==> config.mk <==
export PLATFORM = sky130hd
export DESIGN_NAME = ifu_prefetch
export DESIGN_NICKNAME = d
export VERILOG_FILES = /design/src/rtl/ifu_prefetch.sv
export SDC_FILE = /design/constraint.sdc
export NUM_CORES = 1
export LEC_CHECK = 0
export CAP_MARGIN = 0
export CORE_UTILIZATION = 60
export CTS_CLUSTER_SIZE = 40
export DETAILED_ROUTE_END_ITERATION = 6
export DONT_BUFFER_PORTS = 1
export PLACE_DENSITY = 0.76
export SYNTH_ARGS = -nofsm -noshare
export SYNTH_HDL_FRONTEND = slang
export SYNTH_SLANG_ARGS = --single-unit
==> constraint.sdc <==
create_clock -name CLK -period 10.15 [get_ports CLK]
set_input_delay 2.5375 -clock CLK [delete_from_list [all_inputs] [get_ports CLK]]
set_output_delay 2.5375 -clock CLK [all_outputs]
set_load 0.005 [all_outputs]
==> src/rtl/ifu_prefetch.sv <==
// ifu_prefetch: fetch-PC owner issuing single-outstanding imem reads into a DEPTH-entry FIFO for ID
module ifu_prefetch #(
  parameter logic [31:0] RESET_PC = 32'h0000_3000,
  parameter logic [31:0] EXC_PC   = 32'h0000_4180,
  parameter logic [31:0] ADDR_LO  = 32'h0000_3000,
  parameter logic [31:0] ADDR_HI  = 32'h0000_6ffc,
  parameter int          DEPTH    = 4
) (
  input  logic        CLK,
  input  logic        Reset,
  input  logic        Req,
  input  logic        ID_eret,
  input  logic [31:0] EPC,
  input  logic        br_valid,
  input  logic [31:0] br_pc,
  output logic        imem_req,
  output logic [31:0] imem_addr,
  input  logic        imem_gnt,
  input  logic        imem_rvalid,
  input  logic [31:0] imem_rdata,
  output logic        out_valid,
  input  logic        out_ready,
  output logic [31:0] out_pc,
  output logic [31:0] out_instr,
  output logic        out_adel
);
  localparam int AW = $clog2(DEPTH);
  typedef enum logic [2:0] {IDLE, REQ, WAIT, DRAIN, HALT} state_t;
  state_t state, state_n;
  logic [31:0] fetch_pc, req_pc, target, push_pc;
  logic [31:0] pc_q [DEPTH];
  logic [31:0] instr_q [DEPTH];
  logic        adel_q [DEPTH];
  logic [AW-1:0] wr_ptr, rd_ptr;
  logic [AW:0]   count;
  logic redir, kill, bad, space, issue, grant, push_bad, push, pop;
  assign redir     = ID_eret | Req | br_valid;
  assign kill      = Reset | redir;
  assign target    = ID_eret ? EPC : Req ? EXC_PC : br_pc;
  assign bad       = (fetch_pc[1:0] != 2'b00) | (fetch_pc < ADDR_LO) | (fetch_pc > ADDR_HI);
  assign space     = count < (AW+1)'(DEPTH);
  assign issue     = (state == IDLE) & space & !bad;
  assign imem_req  = ((state == REQ) | issue) & !kill;
  assign imem_addr = fetch_pc;
  assign grant     = imem_req & imem_gnt;
  assign push_bad  = (state == IDLE) & space & bad;
  assign push      = ((imem_rvalid & ((state == WAIT) | grant)) | push_bad) & !kill;
  assign push_pc   = (push_bad | grant) ? fetch_pc : req_pc;
  assign pop       = out_valid & out_ready & !kill;
  assign out_valid = count != '0;
  assign out_pc    = out_valid ? pc_q[rd_ptr] : '0;
  assign out_instr = out_valid ? instr_q[rd_ptr] : '0;
  assign out_adel  = out_valid & adel_q[rd_ptr];
  // A read still in flight at redirect must be swallowed by DRAIN, unless it lands this very cycle
  always_comb begin
    state_n = redir ? (((state == WAIT) | (state == DRAIN)) & !imem_rvalid ? DRAIN : IDLE)
            : grant ? (imem_rvalid ? IDLE : WAIT)
            : (state == IDLE) ? (issue ? REQ : push_bad ? HALT : IDLE)
            : ((state == WAIT) | (state == DRAIN)) ? (imem_rvalid ? IDLE : state)
            : state;
  end
  always_ff @(posedge CLK) begin
    if (Reset) begin
      state    <= IDLE;
      fetch_pc <= RESET_PC;
      req_pc   <= '0;
      wr_ptr   <= '0;
      rd_ptr   <= '0;
      count    <= '0;
    end else if (redir) begin
      state    <= state_n;
      fetch_pc <= target;
      wr_ptr   <= '0;
      rd_ptr   <= '0;
      count    <= '0;
    end else begin
      state  <= state_n;
      wr_ptr <= wr_ptr + AW'(push);
      rd_ptr <= rd_ptr + AW'(pop);
      count  <= count + (AW+1)'(push) - (AW+1)'(pop);
      if (grant) begin
        fetch_pc <= fetch_pc + 32'd4;
        req_pc   <= fetch_pc;
      end
    end
  end
  always_ff @(posedge CLK) begin
    if (push) begin
      pc_q[wr_ptr]    <= push_pc;
      instr_q[wr_ptr] <= push_bad ? '0 : imem_rdata;
      adel_q[wr_ptr]  <= push_bad;
    end
  end
endmodule
==> impl_results.md <==
- CTS Buffer Depth: 3
- Core Box Area: around 24000 um2
- RSZ-0062 raised after global routing: false
- Vias/cell: roughly 6.5
- Crit-path max FO: just over 60
- Outcome: finished, final reports clean
- Post-synthesis cell count: between 1000 and 1500
- Setup total negative slack: 0 ns
- Dpl cell area: approximately 15000 um2
- Fin crit share: 0.604
- DP Worst Slack: around 4.1 ns
- Largest cells by area after synthesis: edfxtp_1, dfxtp_1, mux4_2
- WP data arrival: between 3 and 4 ns
- Vias in the first global route: approximately 9000
- Initial antenna violation count: 0
- DR vias: approximately 9000
- Largest net degree at the start of global routing: a little under 70
- Max-slew headroom: 0.277
- Number of warnings issued by yosys: 0
- GR Util All Layers: 0.269
- # IOs: about 200
- DR pass1 iterations: 5
- Post-synth EDFFs: 260
- Leading area contributor after synthesis: edfxtp_1
- IO Port Bufs: 0
- Std cell rows: 56
- Simple-gate portion of the synthesized area: 0.115
- First-pass GRT wire length: ~50 mm
- Maximum VDD drop: about 0.097 mV
- Final setup fails: 0
- Total CTS buffers: 34
- # diodes: 0
- Die height: roughly 160 um
- Die Wd: around 160 um
- Worst-path clk slew: about 0.060 ns
- Final Wtd Congestion: 0.909
- Design area: between 15000 and 20000 um2
- Synth-to-layout area growth: 8.47%
- CP Capture Type: output port
- MaxCap Viol Count: 0
- Multi-input logic area: around 5000 um2
- Post-synthesis sequential area ratio: 0.632
- Power per cell area: between 150 and 200 nW/um2
- Max Slew Vio Count: 0
- Post-Syn Nets: ~1200
- Die Area: 25100 um2
- Worst Hold Class: reg -> reg
- Most common cell in the netlist: edfxtp_1
- Cts hold-fix bufs: 0
- Predominant post-synthesis flop cell: edfxtp_1
- Fmax: 163 MHz
- Resized cells post-CTS: 0
- CP startpoint kind: primary input
- Final Skew: 0.0123 ns
- DRT Wirelength: roughly 33 mm
- Ys async rst share: 0
- Final Hold Viols: 0
- Worst slew pin tran: roughly 1.1 ns
- DP HPWL: between 15 and 20 mm
- Final total power: between 0.002 and 0.003 W
- CP Class: in -> out
- Post-synth top cells: edfxtp_1, and2_1, dfxtp_1, mux4_2, a21oi_1
- Setup ws final: 4.02 ns
- Avg Cell Area, Syn: 13.8 um2
- WL/cell: 24.1 um
- Fin crit period: 6.13 ns
- H-Tree Depth: 2
- GRT overflow: 0
- Postcts setup bufs: 0
- Synth Area in Adders: 0.00562
- CTS tree: done
- Multiplexer fraction of the synthesized cell area: 0.125
- CTS root buffer: clkbuf_16
- XOR/XNOR Fraction of Synth Area: 0.00239
- Combinational family with the most area after synthesis: multiplexers
- Initial drt markers: between 700 and 800
- Initial Utilization: 0.618
- Cell variety after synth: 65
- Fillers: around 1600
- DRC viols: 0
- Antenna viol nets, final: 0
- Synth Cell Area: 14700 um2
- Worst EP required: roughly 7.6 ns
- # clock sinks: 334
- Synthesized flop and latch total: between 300 and 400
- Compound-cell area share of the yosys netlist: 0.0898
- Share of the synthesized area in the top cell type: 0.532
- Layout cells sized above 1: 0.169
- Min Hold Slack: roughly 0.47 ns
- Sequential Area: just over 9000 um2
- Worst skew pair latency: roughly 0.51 ns
- Nets@finish: between 1000 and 1500
- Leak: between 4 and 5 nW
[registers in the layout, summed over array words and instances (netlist names)]
| name | count |
|---|---|
| instr_q | 128 |
| imem_addr | 32 |
| wr_ptr | 2 |
| rd_ptr | 2 |
| count | 3 |
| state | 3 |
| adel_q | 4 |
| pc_q | 128 |
| req_pc | 32 |
[kinds of logic (layout without fill, tap and decap cells)]
| family | after synthesis | after routing |
|---|---|---|
| AOI/OAI and AO/OA | 206 | 206 |
| xor gates and xnor gates | 4 | 4 |
| adders and majority gates | 6 | 6 |
| buffers and inverters | 105 | 98 |
| DFF | 334 | 334 |
| muxes | 98 | 98 |
| and+or+nand+nor | 311 | 311 |
[cell usage in the layout, fill, tap and decap left out, drive strengths merged, types with 4 or more instances in the layout]
master    n
nor2     36
o211ai    4
and2    100
o21ai    54
a21oi    59
a22oi     9
ha        5
or3       8
nand3    53
o31ai    10
nor3     21
mux4     65
or4       4
clkbuf   49
a31oi    11
nor4     12
a211oi   13
o31a      4
edfxtp  260
o211a     4
buf      13
and4      4
o311ai    5
clkinv   10
nand4     5
nand2    48
dfxtp    74
o21bai    6
and3     10
xnor2     4
inv      25
mux2     32
[worst max-delay path: stages]
cell     delay [ns]
inv_1          0.42
nand2_1        0.31
nor2_1         0.30
[layout make-up]
class | count | share of cell area
repair buffers | 13 | 0.00613
clock buffers | 49 | 0.0602
clock inverters | 12 | 0.00542
multi-input cells | 625 | 0.314
flip-flops and latches | 334 | 0.584
inverters | 24 | 0.00566
well taps | 319 | 0.0251
[routing by layer]
layer | up-vias | GRT usage | wire length, um
met5 | - | 0 | 0
met4 | 0 | 0.0838 | 843
met3 | 66 | 0.0637 | 3200
met2 | 477 | 0.427 | 15700
met1 | 4400 | 0.370 | 13400
li1 | 4040 | - | -
[report_power, final]
| part | internal [W] | leakage, nW | switching, W | total (W) |
|---|---|---|---|---|
| Combinational | 0.0000437 | 1.62 | 0.0000722 | 0.000116 |
| Sequential | 0.00149 | 2.80 | 0.0000279 | 0.00152 |
| Clock | 0.000683 | 0.519 | 0.000491 | 0.00117 |
[final timing paths]
| path | startpoint | end | slack (ns) | cells after the start |
|---|---|---|---|---|
| worst max-delay path | Reset | imem_req | 4.02 | 3 |
| worst min-delay path | req_pc[27] | req_pc[27] | 0.47 | 2 |
| worst max register to register | imem_addr[26] | count[2] | 6.79 | 12 |
| worst min register to register | req_pc[27] | req_pc[27] | 0.47 | 2 |
[through the flow]
step | util | cells
final | 0.671 | 1376
after global placement | 0.627 | 1315
after detailed placement | 0.627 | 1315
after global routing | 0.671 | 1376
after CTS | 0.671 | 1376
after floorplan | - | 1064
No activity file was read; power rests on OpenSTA's default activity.
